[config.mk]
export PLATFORM = sky130hd
export DESIGN_NAME = verinject_outcome_classifier_flat
export DESIGN_NICKNAME = d
export VERILOG_FILES = /design/src/rtl/verinject_outcome_classifier_if.sv /design/src/rtl/verinject_outcome_classifier.sv /design/src/flat_wrapper.sv
export SDC_FILE = /design/constraint.sdc
export NUM_CORES = 1
export LEC_CHECK = 0
export CAP_MARGIN = 20
export CELL_PAD_IN_SITES_DETAIL_PLACEMENT = 1
export CELL_PAD_IN_SITES_GLOBAL_PLACEMENT = 1
export CORE_ASPECT_RATIO = 0.8
export CORE_UTILIZATION = 33
export CTS_CLUSTER_SIZE = 16
export DETAILED_ROUTE_END_ITERATION = 10
export PLACE_DENSITY = 0.85
export RECOVER_POWER = 50
export SLEW_MARGIN = 20
export SYNTH_ARGS = -nofsm -noshare
export SYNTH_HDL_FRONTEND = slang
export SYNTH_SLANG_ARGS = --single-unit
[constraint.sdc]
create_clock -name clock -period 6.1 [get_ports clock]
set_clock_uncertainty 0.1 [all_clocks]
set_input_delay 0.61 -clock clock [delete_from_list [all_inputs] [get_ports clock]]
set_output_delay 0.61 -clock clock [all_outputs]
set_load 0.02 [all_outputs]
[src/rtl/verinject_outcome_classifier_if.sv]
`default_nettype none
// ============================================================================
//  Module      : verinject_outcome_classifier_if
//  Description : Bundle between the fault-campaign driver (injector state,
//                cycle count, golden/injected outputs) and the outcome
//                classifier's per-injection report.
//  Revision    : 1.0 - initial release
// ============================================================================
interface verinject_outcome_classifier_if #(
  parameter int DATA_WIDTH  = 40,
  parameter int CYCLE_WIDTH = 48,
  parameter int COUNT_WIDTH = 16
);
  // Injector / design-under-fault side
  logic [31:0]             verinject__injector_state;
  logic [CYCLE_WIDTH-1:0]  cycle_number;
  logic [DATA_WIDTH-1:0]   real_data;
  logic [DATA_WIDTH-1:0]   inj_data;

  // Classification report
  logic                    busy;
  logic                    outcome_valid;
  logic [1:0]              outcome;
  logic [31:0]             inject_bit;
  logic [CYCLE_WIDTH-1:0]  inject_cycle;
  logic [CYCLE_WIDTH-1:0]  first_mismatch_cycle;
  logic [COUNT_WIDTH-1:0]  mismatch_count;
  logic                    overrun;

  // Campaign driver: produces injections and data, consumes reports
  modport master (
    output verinject__injector_state, cycle_number, real_data, inj_data,
    input  busy, outcome_valid, outcome, inject_bit, inject_cycle,
           first_mismatch_cycle, mismatch_count, overrun
  );

  // Classifier: consumes injections and data, produces reports
  modport slave (
    input  verinject__injector_state, cycle_number, real_data, inj_data,
    output busy, outcome_valid, outcome, inject_bit, inject_cycle,
           first_mismatch_cycle, mismatch_count, overrun
  );
endinterface
`default_nettype wire

[src/rtl/verinject_outcome_classifier.sv]
`default_nettype none
// ============================================================================
//  Module      : verinject_outcome_classifier
//  Description : Watches injector events, compares golden vs injected outputs
//                over a fixed window and classifies each fault as MASKED,
//                SDC or TRANSIENT, emitting one report per accepted injection.
//  Revision    : 1.0 - initial release
// ============================================================================
module verinject_outcome_classifier #(
  parameter int DATA_WIDTH  = 40,
  parameter int WINDOW      = 64,   // 2..65535
  parameter int CYCLE_WIDTH = 48,
  parameter int COUNT_WIDTH = 16
) (
  input  wire logic                  clock,
  input  wire logic                  reset,
  verinject_outcome_classifier_if.slave io_if
);

  // Window counter only needs to hold WINDOW itself
  localparam int c_WIN_W = $clog2(WINDOW + 1);
  localparam logic [c_WIN_W-1:0]     c_WINDOW      = c_WIN_W'(WINDOW);
  localparam logic [c_WIN_W-1:0]     c_WIN_LAST    = c_WIN_W'(1);
  localparam logic [CYCLE_WIDTH-1:0] c_NO_MISMATCH = '1;
  localparam logic [COUNT_WIDTH-1:0] c_COUNT_MAX   = '1;

  localparam logic [1:0] c_MASKED    = 2'd0;
  localparam logic [1:0] c_SDC       = 2'd1;
  localparam logic [1:0] c_TRANSIENT = 2'd2;

  typedef enum logic [1:0] {
    S_IDLE    = 2'd0,
    S_OBSERVE = 2'd1,
    S_REPORT  = 2'd2
  } state_t;

  state_t                  r_state;
  logic [c_WIN_W-1:0]      r_win;
  logic                    r_busy;
  logic                    r_valid;
  logic [1:0]              r_outcome;
  logic [31:0]             r_inject_bit;
  logic [CYCLE_WIDTH-1:0]  r_inject_cycle;
  logic [CYCLE_WIDTH-1:0]  r_first_cycle;
  logic [COUNT_WIDTH-1:0]  r_count;
  logic                    r_overrun;

  logic                    w_inject;
  logic                    w_mism;
  logic [COUNT_WIDTH-1:0]  w_count_next;
  logic [1:0]              w_final_outcome;

  // Per-sample compare, saturating count and the classification that applies
  // if the current sample is the last one of the window. The final sample's
  // mismatch is used directly so the report is ready in the REPORT cycle.
  always_comb begin
    w_inject        = (io_if.verinject__injector_state != 32'd0);
    w_mism          = (io_if.real_data != io_if.inj_data);
    w_count_next    = r_count;
    w_final_outcome = c_MASKED;
    if (w_mism && (r_count != c_COUNT_MAX)) begin
      w_count_next = r_count + COUNT_WIDTH'(1);
    end
    if (w_count_next == '0) begin
      w_final_outcome = c_MASKED;
    end else if (w_mism) begin
      w_final_outcome = c_SDC;
    end else begin
      w_final_outcome = c_TRANSIENT;
    end
  end

  // Observation FSM with registered report outputs
  always_ff @(posedge clock) begin
    if (reset) begin
      r_state        <= S_IDLE;
      r_win          <= '0;
      r_busy         <= 1'b0;
      r_valid        <= 1'b0;
      r_outcome      <= c_MASKED;
      r_inject_bit   <= '0;
      r_inject_cycle <= '0;
      r_first_cycle  <= c_NO_MISMATCH;
      r_count        <= '0;
      r_overrun      <= 1'b0;
    end else begin
      r_valid <= 1'b0;
      case (r_state)
        S_IDLE: begin
          if (w_inject) begin
            r_inject_bit   <= io_if.verinject__injector_state - 32'd1;
            r_inject_cycle <= io_if.cycle_number;
            r_count        <= '0;
            r_first_cycle  <= c_NO_MISMATCH;
            r_win          <= c_WINDOW;
            r_busy         <= 1'b1;
            r_state        <= S_OBSERVE;
          end
        end
        S_OBSERVE: begin
          // A zero count means no earlier mismatch: the counter saturates
          // and never wraps back to zero.
          if (w_mism && (r_count == '0)) begin
            r_first_cycle <= io_if.cycle_number;
          end
          r_count <= w_count_next;
          r_win   <= r_win - c_WIN_LAST;
          if (w_inject) begin
            r_overrun <= 1'b1;
          end
          if (r_win == c_WIN_LAST) begin
            r_outcome <= w_final_outcome;
            r_valid   <= 1'b1;
            r_state   <= S_REPORT;
          end
        end
        S_REPORT: begin
          if (w_inject) begin
            r_overrun <= 1'b1;
          end
          r_busy  <= 1'b0;
          r_state <= S_IDLE;
        end
        default: begin
          r_busy  <= 1'b0;
          r_state <= S_IDLE;
        end
      endcase
    end
  end

  assign io_if.busy                 = r_busy;
  assign io_if.outcome_valid        = r_valid;
  assign io_if.outcome              = r_outcome;
  assign io_if.inject_bit           = r_inject_bit;
  assign io_if.inject_cycle         = r_inject_cycle;
  assign io_if.first_mismatch_cycle = r_first_cycle;
  assign io_if.mismatch_count       = r_count;
  assign io_if.overrun              = r_overrun;

endmodule
`default_nettype wire
[src/flat_wrapper.sv]
// flat-port wrapper written by rule: the top's interface ports become plain ports
module verinject_outcome_classifier_flat 
#(
  parameter int DATA_WIDTH  = 40,
  parameter int WINDOW      = 64,              
  parameter int CYCLE_WIDTH = 48,
  parameter int COUNT_WIDTH = 16
)
  (clock, reset, io_if_verinject__injector_state, io_if_cycle_number, io_if_real_data, io_if_inj_data, io_if_busy, io_if_outcome_valid, io_if_outcome, io_if_inject_bit, io_if_inject_cycle, io_if_first_mismatch_cycle, io_if_mismatch_count, io_if_overrun);
  verinject_outcome_classifier_if #(.DATA_WIDTH(DATA_WIDTH), .CYCLE_WIDTH(CYCLE_WIDTH), .COUNT_WIDTH(COUNT_WIDTH)) io_if_i ();
  input  wire logic clock;
  input  wire logic reset;
  input wire logic [$bits(io_if_i.verinject__injector_state)-1:0] io_if_verinject__injector_state;
  input wire logic [$bits(io_if_i.cycle_number)-1:0] io_if_cycle_number;
  input wire logic [$bits(io_if_i.real_data)-1:0] io_if_real_data;
  input wire logic [$bits(io_if_i.inj_data)-1:0] io_if_inj_data;
  output wire logic [$bits(io_if_i.busy)-1:0] io_if_busy;
  output wire logic [$bits(io_if_i.outcome_valid)-1:0] io_if_outcome_valid;
  output wire logic [$bits(io_if_i.outcome)-1:0] io_if_outcome;
  output wire logic [$bits(io_if_i.inject_bit)-1:0] io_if_inject_bit;
  output wire logic [$bits(io_if_i.inject_cycle)-1:0] io_if_inject_cycle;
  output wire logic [$bits(io_if_i.first_mismatch_cycle)-1:0] io_if_first_mismatch_cycle;
  output wire logic [$bits(io_if_i.mismatch_count)-1:0] io_if_mismatch_count;
  output wire logic [$bits(io_if_i.overrun)-1:0] io_if_overrun;
  assign io_if_i.verinject__injector_state = io_if_verinject__injector_state;
  assign io_if_i.cycle_number = io_if_cycle_number;
  assign io_if_i.real_data = io_if_real_data;
  assign io_if_i.inj_data = io_if_inj_data;
  assign io_if_busy = io_if_i.busy;
  assign io_if_outcome_valid = io_if_i.outcome_valid;
  assign io_if_outcome = io_if_i.outcome;
  assign io_if_inject_bit = io_if_i.inject_bit;
  assign io_if_inject_cycle = io_if_i.inject_cycle;
  assign io_if_first_mismatch_cycle = io_if_i.first_mismatch_cycle;
  assign io_if_mismatch_count = io_if_i.mismatch_count;
  assign io_if_overrun = io_if_i.overrun;
  verinject_outcome_classifier #(.DATA_WIDTH(DATA_WIDTH), .WINDOW(WINDOW), .CYCLE_WIDTH(CYCLE_WIDTH), .COUNT_WIDTH(COUNT_WIDTH)) u_core (.clock(clock), .reset(reset), .io_if(io_if_i));
endmodule
==> summary.md <==
| Metric | Value |
|---|---|
| Largest delay share family, worst path | `simple AND/OR/NAND/NOR gates` |
| Final Hold Viols | `0` |
| Area growth, synth to finish | `52.0%` |
| Via/cell ratio | `between 5 and 6` |
| Core ar. | `21900 um^2` |
| Distinct cell type count of the synthesized netlist | `56` |
| Worst-Skew Late Latency | `0.43 ns` |
| Clk pwr share | `0.320` |
| Nets | `between 1000 and 1500` |
| Layout Cells excl Fill | `1503` |
| Net Sw Power | `between 1 and 1.5 mW` |
| Pwr dens | `roughly 310 nW/um^2` |
| Switching share of power | `0.358` |
| CP Class | `in -> reg` |
| EDFF count, synth | `0` |
| Max Freq | `202 MHz` |
| Clock transition at path regs | `around 0.06 ns` |
| Total Neg Setup Slack | `0 ns` |
| Sequential area share after synthesis | `0.424` |
| CTS Buf Count | `17` |
| Syn Inst Count | `917` |
| ANT nets after route | `0` |
| Crit-path slowest cell | `nor3_1` |
| Tightest Pin Transition | `1.29 ns` |
| CP Launch Type | `input pin` |
| IO buf count | `a little over 300` |
| DIE WIDTH | `170 um` |
| Worst setup EP type | `flip-flop` |
| Worst reg2reg path depth | `8` |
| Initial antenna violation count | `0` |
| Synth Flop Type | `dfxtp_1` |
| DRC marker count from the first detailed-route iteration | `about 510` |
| Drt first pass iters | `5` |
| Hold_buf cts | `0` |
| Mapped Area | `7460 um^2` |
| WL final | `27.0 mm` |
| Die footprint | `between 20000 and 25000 um^2` |
| Post-layout min period | `between 4 and 5 ns` |
| Ant. Diodes | `0` |
| Leak | `roughly 4.5 nW` |
| Count of state elements after synthesis | `roughly 160` |
| Post-detail-place hpwl | `19.6 mm` |
| Worst vdd ir | `between 0.15 and 0.2 mV` |
| Period Utilization, post-route | `0.810` |
| Avg Synthesized Cell Area | `roughly 8.1 um^2` |
| Rows | `between 40 and 50` |
| Postcts setup bufs | `0` |
| GR Overflow Total | `0` |
| Number of global-route vias before repair | `approximately 7700` |
| Syn_nets | `1086` |
| I/O pin count | `between 300 and 400` |
| Final setup violation count | `0` |
| DRC viols | `0` |
| Post-CTS sizing | `0` |
| CP max stage delay | `1.00 ns` |
| Max-Cap Viols | `0` |
| Worst Path Arrival | `5.19 ns` |
| Min-delay worst type | `reg -> reg` |
| CP required | `6.35 ns` |
| Layout cell share with drive strength beyond 1 | `0.0449` |
| Worst path depth | `11` |
| First-pass GRT wire length | `42.4 mm` |
| Fraction of registers with async set/reset | `0` |
| Post-Place Cells | `between 1000 and 1500` |
| Die Ht | `between 100 and 150 um` |
| Status | `finished clean` |
| Clock sink count | `about 160` |
| Buf+Inv Stages, Crit Path | `2` |
| Combinational fraction of design power | `0.326` |
| Largest net degree at the start of global routing | `around 110` |
| GRT Total Usage | `0.232` |
| Worst slew margin | `0.131` |
| Sequential Power Share | `0.353` |
| Htree depth | `4` |
| RSZ-0062 raised after global routing | `false` |
| Worst Path Max Fanout | `48` |
| Placer congestion estimate | `0.841` |
| WL/cell | `approximately 18 um` |
| Max-slew violations | `0` |
| Crit-path most repeated cell | `nor3_1` |
| Hold depth | `2` |
| Initial core utilization | `0.341` |
| Yosys warning count | `0` |
| DR vias | `about 7700` |
| Cell-internal power | `between 2 and 2.5 mW` |
| CTS tree | `done` |
| Clock tree buffer depth | `2` |
| CP Cell Sequence | `dlygate4sd3_1 > inv_1 > ha_1 > or3b_4 > or4_4 > nor3_1 > nand4_2 > a21boi_4 > nand2_2 > nor3_1 > o21bai_1` |
| Clock root cell | `clkbuf_16` |
-- path summary, 6_finish.rpt --
kind                                               end                                from  slack, ns
hold reg to reg           u_core.io_if.inject_cycle[2]        u_core.io_if.inject_cycle[2]       0.35
setup reg to reg               u_core.io_if.outcome[0]      u_core.io_if.mismatch_count[2]       2.88
setup / recovery  u_core.io_if.first_mismatch_cycle[3]  io_if_verinject__injector_state[0]       1.16
hold / removal            u_core.io_if.inject_cycle[2]        u_core.io_if.inject_cycle[2]       0.35
-- cell usage in the layout (no fill, tap or decap), types with 4 or more instances in the layout --
master / count
a211oi_1: 32
a21oi_1: 72
a311oi_1: 4
and3_1: 7
buf_4: 6
clkbuf_16: 17
clkdlybuf4s50_1: 159
dfxtp_1: 158
dlygate4sd3_1: 150
ha_1: 7
inv_1: 9
inv_6: 6
nand2_1: 123
nand2b_1: 5
nand3_1: 15
nand3b_1: 6
nand4_1: 6
nor2_1: 112
nor3_1: 70
nor4_1: 29
o21ai_0: 13
o21bai_1: 48
or3_1: 7
or4_1: 6
xnor2_1: 20
xor2_1: 55
-- cell families after synthesis --
kind of cell / count (synthesis) / synth area share
adder cells (fa/ha/maj): 7 / 0.0117
AO/OA/AOI/OAI: 193 / 0.169
AND/OR/NAND/NOR: 410 / 0.260
multiplexers: 3 / 0.00436
buffers and inverters: 71 / 0.0428
XOR/XNOR: 75 / 0.0880
flip-flops: 158 / 0.424
-- routing by layer --
metal	vias up	part of all wire	global-route usage
met5	-	0	0
met2	222	0.48	0.395
met4	0	0.014	0.0566
li1	3759	-	-
met1	3729	0.45	0.298
met3	34	0.056	0.0523
-- power groups by stage --
stage / sequential (mW) / combinational, mW / clock (mW)
floorplan: 1.43 / 0.537 / 0
global placement: 1.28 / 1.19 / 0
detailed placement: 1.29 / 1.21 / 0
CTS: 1.27 / 1.22 / 1.17
global route: 1.28 / 1.27 / 1.21
finish: 1.26 / 1.17 / 1.14
-- worst register-to-register path: cells and delay by family, from the launching register on --
kind,cells,cell delay (ns)
AOI/OAI and AO/OA,2,0.58
and+or+nand+nor,6,1.85
DFF,1,0.54
-- final cells by class --
class                           instances  area [um^2]
Fill cell                            2627        10500
Clock buffer                           17          425
Multi-Input combinational cell        688         3990
Timing Repair Buffer                  316         3150
Tap cell                              300          375
Inverter                               10         37.5
Sequential cell                       158         3160
Clock inverter                         14          199
-- metrics by stage --
| stage | utilization | setup WS [ns] | area (um^2) | hold WS (ns) | power, mW |
|---|---|---|---|---|---|
| after global placement | 0.491 | 1.75 | 10700 | 0.341 | 2.47 |
| final | 0.519 | 1.16 | 11300 | 0.353 | 3.57 |
| after floorplan | - | 2.96 | 7460 | 0.371 | 1.97 |
| after global routing | 0.519 | 0.913 | 11300 | 0.368 | 3.75 |
| after CTS | 0.519 | 1.96 | 11400 | 0.358 | 3.66 |
| after detailed placement | 0.491 | 1.54 | 10700 | 0.349 | 2.51 |
-- synthesized netlist by cell type, drive strengths merged (5+ instances only) --
cell	number	area share
dfxtp	158	0.42
nand2	126	0.064
nor2	113	0.057
a21oi	72	0.048
nor3	71	0.049
xor2	55	0.065
o21bai	48	0.048
clkbuf	45	0.023
a211oi	32	0.032
nor4	30	0.026
xnor2	20	0.023
buf	16	0.015
nand3	15	0.010
o21ai	13	0.0087
inv	9	0.0045
or4	8	0.0091
and3	7	0.0059
ha	7	0.012
nand4	7	0.0067
or3	7	0.0059
nand3b	6	0.0060
nand2b	5	0.0042
-- flip-flops by register name, indices dropped and copies added, names as in the netlist --
signal and flops:
u_core.io_if.busy 1, u_core.io_if.first_mismatch_cycle 48, u_core.io_if.inject_bit 32, u_core.io_if.inject_cycle 48, u_core.io_if.mismatch_count 16, u_core.io_if.outcome 2, u_core.io_if.outcome_valid 1, u_core.io_if.overrun 1
u_core.r_state 2, u_core.r_win 7
(Power assumes the default switching activity.)
